$ cat src/rtl/uart_rx_if.sv
// Receive-side signal bundle for uart_rx: serial line, FIFO write port,
// error pulses and a debug view of the receiver state.
interface uart_rx_if #(
    parameter int DATA_BITS = 8
);
    logic                 rxd;
    logic                 rx_full;
    logic [DATA_BITS-1:0] rx_data;
    logic                 rx_valid;
    logic                 frame_err;
    logic                 overrun_err;
    logic                 parity_err;
    logic                 busy;
    logic [2:0]           dbg_state;

    // rx_valid is a write strobe with no ready: the FIFO reports rx_full,
    // and a byte that completes while rx_full=1 becomes overrun_err instead.
    modport master (
        output rxd, rx_full,
        input  rx_data, rx_valid, frame_err, overrun_err, parity_err, busy, dbg_state
    );

    modport slave (
        input  rxd, rx_full,
        output rx_data, rx_valid, frame_err, overrun_err, parity_err, busy, dbg_state
    );
endinterface

$ cat src/rtl/uart_rx.sv
// 16x oversampling UART receiver, 8N1 LSB first, with framing/overrun pulses.
// Define UART_RX_PARITY_EN to add an even-parity bit and parity_err.
module uart_rx #(
    parameter int CLK_DIV   = 27,
    parameter int DATA_BITS = 8
) (
    input  logic      clk,
    input  logic      reset,
    uart_rx_if.slave  bus
);
    localparam int BW = (DATA_BITS > 1) ? $clog2(DATA_BITS) : 1;

    typedef enum logic [2:0] {
        S_IDLE   = 3'd0,
        S_START  = 3'd1,
        S_DATA   = 3'd2,
`ifdef UART_RX_PARITY_EN
        S_PARITY = 3'd3,
`endif
        S_STOP   = 3'd4,
        S_BREAK  = 3'd5
    } state_t;

    state_t               state_q, state_d;
    logic                 rxd_meta_q, rxd_s_q;
    logic [15:0]          div_q, div_d;
    logic [3:0]           os_q, os_d;
    logic [BW-1:0]        bit_q, bit_d;
    logic [DATA_BITS-1:0] shift_q, shift_d;
    logic [DATA_BITS-1:0] data_q, data_d;
    logic                 valid_q, valid_d;
    logic                 ferr_q, ferr_d;
    logic                 oerr_q, oerr_d;
    logic                 perr_q, perr_d;
    logic                 tick;
    logic                 par_ok;

`ifdef UART_RX_PARITY_EN
    logic par_q, par_d;
    assign par_ok = ((^shift_q) == par_q);
`else
    assign par_ok = 1'b1;
`endif

    // Tick counter is held at zero in IDLE so ticks align to the start edge.
    assign tick = (state_q != S_IDLE) && (div_q == 16'(CLK_DIV - 1));

    always_comb begin
        state_d = state_q;
        div_d   = div_q;
        os_d    = os_q;
        bit_d   = bit_q;
        shift_d = shift_q;
        data_d  = data_q;
        valid_d = 1'b0;
        ferr_d  = 1'b0;
        oerr_d  = 1'b0;
        perr_d  = 1'b0;
`ifdef UART_RX_PARITY_EN
        par_d   = par_q;
`endif
        if (state_q == S_IDLE) begin
            div_d = '0;
            os_d  = '0;
            bit_d = '0;
        end else if (tick) begin
            div_d = '0;
            os_d  = os_q + 4'd1;
        end else begin
            div_d = div_q + 16'd1;
        end

        case (state_q)
            S_IDLE: begin
                if (!rxd_s_q) state_d = S_START;
            end
            S_START: begin
                if (tick && os_q == 4'd7) begin
                    if (rxd_s_q) begin
                        state_d = S_IDLE;
                    end else begin
                        os_d    = '0;
                        state_d = S_DATA;
                    end
                end
            end
            S_DATA: begin
                if (tick && os_q == 4'd15) begin
                    shift_d = {rxd_s_q, shift_q[DATA_BITS-1:1]};
                    if (bit_q == BW'(DATA_BITS - 1)) begin
                        bit_d = '0;
`ifdef UART_RX_PARITY_EN
                        state_d = S_PARITY;
`else
                        state_d = S_STOP;
`endif
                    end else begin
                        bit_d = bit_q + 1'b1;
                    end
                end
            end
`ifdef UART_RX_PARITY_EN
            S_PARITY: begin
                if (tick && os_q == 4'd15) begin
                    par_d   = rxd_s_q;
                    state_d = S_STOP;
                end
            end
`endif
            S_STOP: begin
                // Sampled mid-stop-bit, so a back-to-back start edge is not missed.
                if (tick && os_q == 4'd15) begin
                    if (!rxd_s_q) begin
                        ferr_d  = 1'b1;
                        state_d = S_BREAK;
                    end else begin
                        state_d = S_IDLE;
                        if (!par_ok) begin
                            perr_d = 1'b1;
                        end else if (bus.rx_full) begin
                            oerr_d = 1'b1;
                        end else begin
                            valid_d = 1'b1;
                            data_d  = shift_q;
                        end
                    end
                end
            end
            S_BREAK: begin
                if (rxd_s_q) state_d = S_IDLE;
            end
            default: state_d = S_IDLE;
        endcase
    end

    always_ff @(posedge clk) begin
        if (reset) begin
            state_q    <= S_IDLE;
            rxd_meta_q <= 1'b1;
            rxd_s_q    <= 1'b1;
            div_q      <= '0;
            os_q       <= '0;
            bit_q      <= '0;
            shift_q    <= '0;
            data_q     <= '0;
            valid_q    <= 1'b0;
            ferr_q     <= 1'b0;
            oerr_q     <= 1'b0;
            perr_q     <= 1'b0;
`ifdef UART_RX_PARITY_EN
            par_q      <= 1'b0;
`endif
        end else begin
            state_q    <= state_d;
            rxd_meta_q <= bus.rxd;
            rxd_s_q    <= rxd_meta_q;
            div_q      <= div_d;
            os_q       <= os_d;
            bit_q      <= bit_d;
            shift_q    <= shift_d;
            data_q     <= data_d;
            valid_q    <= valid_d;
            ferr_q     <= ferr_d;
            oerr_q     <= oerr_d;
            perr_q     <= perr_d;
`ifdef UART_RX_PARITY_EN
            par_q      <= par_d;
`endif
        end
    end

    assign bus.rx_data     = data_q;
    assign bus.rx_valid    = valid_q;
    assign bus.frame_err   = ferr_q;
    assign bus.overrun_err = oerr_q;
    assign bus.parity_err  = perr_q;
    assign bus.busy        = (state_q != S_IDLE);
    assign bus.dbg_state   = state_q;
endmodule

$ cat src/flat_wrapper.sv
// flat-port wrapper written by rule: the top's interface ports become plain ports
module uart_rx_flat 
#(
    parameter int CLK_DIV   = 27,
    parameter int DATA_BITS = 8
)
  (clk, reset, bus_rxd, bus_rx_full, bus_rx_data, bus_rx_valid, bus_frame_err, bus_overrun_err, bus_parity_err, bus_busy, bus_dbg_state);
  uart_rx_if #(.DATA_BITS(DATA_BITS)) bus_i ();
  input  logic clk;
  input  logic reset;
  input wire logic [$bits(bus_i.rxd)-1:0] bus_rxd;
  input wire logic [$bits(bus_i.rx_full)-1:0] bus_rx_full;
  output wire logic [$bits(bus_i.rx_data)-1:0] bus_rx_data;
  output wire logic [$bits(bus_i.rx_valid)-1:0] bus_rx_valid;
  output wire logic [$bits(bus_i.frame_err)-1:0] bus_frame_err;
  output wire logic [$bits(bus_i.overrun_err)-1:0] bus_overrun_err;
  output wire logic [$bits(bus_i.parity_err)-1:0] bus_parity_err;
  output wire logic [$bits(bus_i.busy)-1:0] bus_busy;
  output wire logic [$bits(bus_i.dbg_state)-1:0] bus_dbg_state;
  assign bus_i.rxd = bus_rxd;
  assign bus_i.rx_full = bus_rx_full;
  assign bus_rx_data = bus_i.rx_data;
  assign bus_rx_valid = bus_i.rx_valid;
  assign bus_frame_err = bus_i.frame_err;
  assign bus_overrun_err = bus_i.overrun_err;
  assign bus_parity_err = bus_i.parity_err;
  assign bus_busy = bus_i.busy;
  assign bus_dbg_state = bus_i.dbg_state;
  uart_rx #(.CLK_DIV(CLK_DIV), .DATA_BITS(DATA_BITS)) u_core (.clk(clk), .reset(reset), .bus(bus_i));
endmodule
$ cat config.mk
export PLATFORM = sky130hd
export DESIGN_NAME = uart_rx_flat
export DESIGN_NICKNAME = d
export VERILOG_FILES = /design/src/rtl/uart_rx_if.sv /design/src/rtl/uart_rx.sv /design/src/flat_wrapper.sv
export SDC_FILE = /design/constraint.sdc
export NUM_CORES = 1
export LEC_CHECK = 0
export BUFFER_PORTS_ARGS = -buffer_cell sky130_fd_sc_hd__buf_2
export CAP_MARGIN = 10
export CORE_ASPECT_RATIO = 0.5
export CORE_MARGIN = 4
export CORE_UTILIZATION = 39
export DETAILED_ROUTE_END_ITERATION = 10
export PLACE_DENSITY = 0.65
export SLEW_MARGIN = 20
export SYNTH_ARGS = -nofsm -noshare
export SYNTH_HDL_FRONTEND = slang
export SYNTH_SLANG_ARGS = --single-unit
$ cat constraint.sdc
create_clock -name clk -period 3.6 [get_ports clk]
set_input_delay 0.72 -clock clk [delete_from_list [all_inputs] [get_ports clk]]
set_output_delay 0.72 -clock clk [all_outputs]
set_load 0.005 [all_outputs]
==> impl_metrics.yaml, run 1 <==
route:
  drt_iter0_drc: 78
  dr.pass1.iters: 4
  routed-via-count: 1716
  postRouteAntennaNets: 0
  route.detailed.drc: 0
  wire_per_inst_um: 13.34
  routed_wl_mm: 4.295
  vias_per_cell: 5.329
finish:
  layout.cells.non_filler: 322
  drive_gt1_share_pct: 14.68
  mostFrequentLayoutCells: "dfxtp_1 (47), nor2_1 (23), nand3_1 (18), a21oi_1 (18), buf_2 (18)"
  fillerInstances: 511
  area_growth_pct: 8.903
  nets: 260
  final_common_cell: "dfxtp_1"
  antenna_cells: 0
timing:
  finalMaxSlewViolations: 0
  tightestPinTransition_ps: 735.3
  rsz0062_at_grt: "false"
  min_period_ps: 2279
  maxSlewHeadroom_pct: 50.98
  setup_ws_ps: 1321
  tns_ps: 0
  setup_violations: 0
  fmax_ghz: 0.4387
  fin_crit_sh_pct: 63.32
  finalHoldViolCount: 0
  finClkSkew_ps: 7.317
placement:
  dpl.cell_count: 314
  place.port_buffers: 18
  globalplace.congestion: 0.8320
  dp_hpwl_mm: 2.925
  place_ws_ps: 1462
global_routing:
  grt_start_max_net_pins: 30
  gr-total-overflow: 0
  antenna_found_initial: 0
  grt_pass1_vias: 1638
  grt_usage_pct: 13.61
  grt_pass1_wl_mm: 7.369
worst_setup_path:
  critPathKind: "reg2out"
  critPathArrivalTime_ps: 1560
  cp-start-kind: "register"
  crit_chain: "nor3_1, inv_1, buf_2"
  crit_fanout: 7
  slowest_delay_ps: 500
  worstPathRequired_ps: 2880
  slowest_stage: "nor3_1"
  cp-end-kind: "output pin"
min_path:
  hp-class: "reg2reg"
pwr:
  cellLeakagePower_nw: 0.8255
  p_sw_mw: 0.1974
  vdd_drop_max_mv: 0.1457
  power.share.clock_pct: 35.9
  powerDensity_nw_per_um2: 374.2
  combinationalPowerShare_pct: 3.2
  p_int_mw: 0.6674
  p_total_mw: 0.8648
  p_sw_share_pct: 22.83
  power_frac_seq_pct: 60.9
clock_tree:
  clockRootBuffer: "clkbuf_8"
  clock_latency_ps: 300
  cts_buffer_depth: 2
  cts_hold_buf: 0
  cts_tree: "built"
  cts_setup_buffers: 0
  cts_sinks: 47
  h-tree-depth: 2
  path_clk_slew_ps: 80
  cts_buffers: 5
  post_cts_resized: 0
status:
  run_status: "finished clean"
logic_synthesis:
  synth_area_leaders: "dfxtp_1 (44%), xnor2_1 (4.5%), a21oi_1 (4.2%)"
  yosys_warnings: 0
  synth_area_leader_cell: "dfxtp_1"
  yosysSeqAreaShare_pct: 44.34
  yosys.area.top_type_share_pct: 44.34
  synth.distinct_cells: 46
  synth.avg_cell_area_sq_um: 8.916
  ys_ff_latch: 47
  synthCells: 238
  synthesis.area_sq_um: 2122
  syn_nets: 247
die:
  die_y_um: 60.16
  die-area_sq_um: 6757
  die_w_um: 112.3
  core_area_sq_um: 5090
  start_util_pct: 41.69
  boundaryPins: 20
  rows: 18
flow_run:
  max_cap_viol_count: 0
registers in the layout (all words and copies together), names as in the netlist:
| name | cells |
|---|---|
| u_core.bus.overrun_err | 1 |
| u_core.bus.frame_err | 1 |
| u_core.bit_q | 3 |
| u_core.div_q | 16 |
| u_core.shift_q | 8 |
| u_core.rxd_meta_q | 1 |
| u_core.bus.rx_valid | 1 |
| u_core.bus.rx_data | 8 |
| u_core.os_q | 4 |
| u_core.bus.dbg_state | 3 |
| u_core.rxd_s_q | 1 |
worst paths after layout:
path	startpoint	end	cells past startpoint	slack, ps
max	u_core.bus.dbg_state[0]	bus_busy	3	1320
min	u_core.rxd_meta_q	u_core.rxd_s_q	1	410
max reg2reg	u_core.div_q[0]	u_core.shift_q[1]	6	1440
min reg2reg	u_core.rxd_meta_q	u_core.rxd_s_q	1	410
power groups by stage:
stage          Combinational, mW  Clock (mW)  Sequential (mW)
2_1_floorplan             0.0201           0            0.538
3_3_place_gp              0.0270           0            0.539
3_5_place_dp              0.0276           0            0.539
4_1_cts                   0.0277       0.322            0.526
5_1_grt                   0.0313       0.338            0.527
6_report                  0.0274       0.311            0.527
metrics by stage:
step | utilization [%] | hold WS [ps] | area [sq um]
6_report | 45.40 | 412.9 | 2311
5_1_grt | 45.40 | 441.9 | 2311
4_1_cts | 45.40 | 415.5 | 2311
3_5_place_dp | 43.73 | 395.7 | 2226
3_3_place_gp | 43.73 | 391.5 | 2226
2_1_floorplan | - | 389.5 | 2122
synth_stat cells, drive strengths merged:
library cell  number
o211a              1
nor2              23
conb               1
nand2b             7
dfxtp             47
nand4             10
or3b               1
a221oi             1
nor4               6
and3               3
or2                3
nor3               8
nand3             19
xnor2             11
and3b              1
ha                 5
nor2b              1
buf                9
and4bb             1
a211oi             1
a21o               1
and4               1
a31oi              1
mux2i              5
o31ai              1
clkbuf             4
o211ai             4
inv                6
nor3b              3
or3                3
or4                3
nand2              9
xor2               3
a21oi             18
o21ai             17
worst max-delay path, delay by kind of cell (launching register included):
kind	cells	cell delay, ps
simple gates	1	500
buf+inv	2	380
flops	1	380
per-layer routing:
layer  global-route usage, %  wire [um]
met5                       0          0
met4                   5.137         65
met3                   3.741        150
met2                   23.96       1977
met1                   16.22       2102
final cells by class:
class	count	area (sq um)	area share (%)
multi-input combinational	172	1077	46.62
timing repair buffer	19	97.59	4.223
sequential	47	940.9	40.71
clock inverter	2	12.51	0.5414
inverter	6	22.52	0.9746
clock buffer	6	72.57	3.140
tap	70	87.58	3.790
cells by family after synthesis:
family          synth area share [%]
simple gates                   27.36
flops                          44.34
compound gates                 12.15
buf+inv                        4.893
xor+xnor                       5.778
fa+ha+maj                      2.948
mux                            2.359
other cells                   0.1767
No activity file was read; power rests on OpenSTA's default activity.
==> run 2, diff against run 1 <==
--- a/config.mk
+++ b/config.mk
@@ -5,6 +5,7 @@
 export SDC_FILE = /design/constraint.sdc
 export NUM_CORES = 1
 export LEC_CHECK = 0
+export ABC_AREA = 1
 export BUFFER_PORTS_ARGS = -buffer_cell sky130_fd_sc_hd__buf_2
 export CAP_MARGIN = 10
 export CORE_ASPECT_RATIO = 0.5
==> constraint.sdc (replaced) <==
create_clock -name clk -period 2.2 [get_ports clk]
set_input_delay 0.44 -clock clk [delete_from_list [all_inputs] [get_ports clk]]
set_output_delay 0.44 -clock clk [all_outputs]
set_load 0.005 [all_outputs]
==> impl_metrics.yaml, run 2 <==
timing:
  min_period_ps: 1778
  maxSlewHeadroom_pct: 65.08
  setup_ws_ps: 421.9
  finalMaxSlewViolations: 0
  rsz0062_at_grt: "false"
  fmax_ghz: 0.5624
  finalHoldViolCount: 0
  finClkSkew_ps: 9.445
  tns_ps: 0
  setup_violations: 0
  tightestPinTransition_ps: 519.3
  fin_crit_sh_pct: 80.82
status:
  run_status: "finished clean"
clock_tree:
  cts_buffers: 5
  path_clk_slew_ps: 60
  cts_tree: "built"
  cts_buffer_depth: 2
  cts_setup_buffers: 0
  h-tree-depth: 2
  clock_latency_ps: 280
  cts_sinks: 47
  cts_hold_buf: 0
  clockRootBuffer: "clkbuf_16"
  post_cts_resized: 0
flow_run:
  max_cap_viol_count: 0
logic_synthesis:
  synth_area_leaders: "dfxtp_1 (42%), nand2_1 (10%), nor2_1 (9.0%)"
  synth-edff-count: 0
  synth_area_leader_cell: "dfxtp_1"
  synth-main-ff-cell: "dfxtp_1"
  yosysSeqAreaShare_pct: 42.39
  synth.distinct_cells: 32
  syn_nets: 316
  async_flop_share_pct: 0
  synthCells: 307
  synthesis.area_sq_um: 2220
  synth.avg_cell_area_sq_um: 7.230
  synth_most_common_cell: "nand2_1"
  ys_ff_latch: 47
  netlist_top_cells_count: "nand2_1 (59), nor2_1 (53), dfxtp_1 (47)"
  yosys.area.top_type_share_pct: 42.39
  yosys_warnings: 0
die:
  die-area_sq_um: 7036
  die_w_um: 114.7
  core_area_sq_um: 5492
  boundaryPins: 20
  rows: 19
  start_util_pct: 40.42
  die_y_um: 61.35
route:
  dr.pass1.iters: 4
  postRouteAntennaNets: 0
  routed_wl_mm: 4.383
  drt_iter0_drc: 87
  route.detailed.drc: 0
  vias_per_cell: 4.880
  routed-via-count: 1952
  wire_per_inst_um: 10.96
pwr:
  vdd_drop_max_mv: 0.3936
  cellLeakagePower_nw: 1.033
  powerDensity_nw_per_um2: 943.1
global_routing:
  met1_usage_pct: 15.51
  met2_usage_pct: 24.48
  gr-total-overflow: 0
  met3_usage_pct: 4.024
  grt_start_max_net_pins: 20
  grt_pass1_vias: 1879
  top_usage_layer: "met2"
  antenna_found_initial: 0
  grt_pass1_wl_mm: 7.755
  grt_usage_pct: 13.63
worst_setup_path:
  cp-start-kind: "register"
  cp-end-kind: "register"
  critPathArrivalTime_ps: 1990
  reg2reg_to: "u_core.shift_q[0]"
  crit_fanout: 16
  critPathKind: "reg2reg"
  worstPathRequired_ps: 2410
  r2r-start: "u_core.os_q[0]"
  r2r_setup_slack_ps: 420
  reg2regPathDepth: 7
finish:
  utilization_pct: 45.89
  layout.cells.non_filler: 400
  largest_register: "u_core.div_q"
  area_growth_pct: 13.53
  antenna_cells: 0
  final-seq-area_sq_um: 940.9
  final_common_cell: "nand2_1"
  fin_area_sq_um: 2520
  drive_gt1_share_pct: 15.29
  nets: 335
  largest_reg_flops: 16
  multiInputGateArea_sq_um: 1090
  mostFrequentLayoutCells: "nand2_1 (59), nor2_1 (53), dfxtp_1 (47), inv_1 (33), a21oi_1 (21)"
  fillerInstances: 552
placement:
  place_area_sq_um: 2351
  globalplace.congestion: 0.9124
  place.port_buffers: 18
  place_ws_ps: 450.4
  dpl.cell_count: 392
  dp_hpwl_mm: 3.246
min_path:
  hold_start: "bus_rx_full"
  hp-class: "in2reg"
  whs_endpoint: "u_core.bus.rx_valid"
  holdPathStages: 2
[run 2: cell types whose count changed in the layout (fill, tap and decap cells not counted), sizes merged, moves of 5 or more]
cell,previous run,this run
nand2,9,62
nor2,23,63
inv,6,36
xnor2,11,0
nand2b,7,0
nor3,8,15
nor4,6,0
mux2i,5,0
[run 2: metal layers]
layer / share of wire, % / wire (um) / up-vias
li1: - / - / 1013
met2: 48 / 2098 / 36
met3: 3.9 / 169 / 9
met1: 47 / 2047 / 894
met4: 1.5 / 67 / 0
met5: 0 / 0 / -
[run 2: kinds of logic (layout without fill, tap and decap cells)]
kind of cell,after synthesis,after routing,synth area share [%]
xor gates and xnor gates,4,4,1.578
AOI/OAI and AO/OA,38,38,9.076
DFF,47,47,42.39
other,1,1,0.1689
and+or+nand+nor,169,169,35.46
adders and majority gates,5,5,2.818
buffers and inverters,43,63,8.511
[run 2: worst max-delay path, stage by stage, from the launching register on]
cell	delay, ps
dfxtp_1	370
ha_1	190
nand2_1	70
nor2_1	230
nand4_2	230
nor2_4	320
o21ai_0	160
a21oi_1	150
[run 2: metrics by stage]
step                      hold slack [ps]  total power, mW
after floorplan                     389.5            1.407
after global placement              393.3            1.523
after detailed placement            403.1            1.537
after CTS                           328.6            2.396
after global routing                337.0            2.520
final                               329.6            2.377
[run 2: how the worst max path moves through the flow]
stage / slack [ps] / cells after the start / startpoint / to
detailed placement: 450 / 7 / u_core.os_q[0] / u_core.shift_q[5]
global route: 220 / 7 / u_core.os_q[0] / u_core.shift_q[0]
global placement: 490 / 7 / u_core.os_q[0] / u_core.shift_q[4]
CTS: 410 / 7 / u_core.os_q[0] / u_core.shift_q[0]
floorplan: 730 / 8 / u_core.os_q[0] / u_core.bit_q[1]
finish: 420 / 7 / u_core.os_q[0] / u_core.shift_q[0]
[run 2: report_power, final]
part	total [mW]	internal, mW	leakage (nW)	switching [mW]
logic	0.592	0.180	0.570	0.412
registers	0.934	0.890	0.380	0.0441
clock network	0.851	0.536	0.0838	0.315
[run 2: cell type report]
cell class                 instances  share of cell area [%]
timing repair buffer              18                   3.575
tap                               73                   3.625
sequential                        47                   37.34
multi-input combinational        217                   43.25
clock buffer                       5                   4.965
inverter                          37                   5.511
clock inverter                     3                   1.738
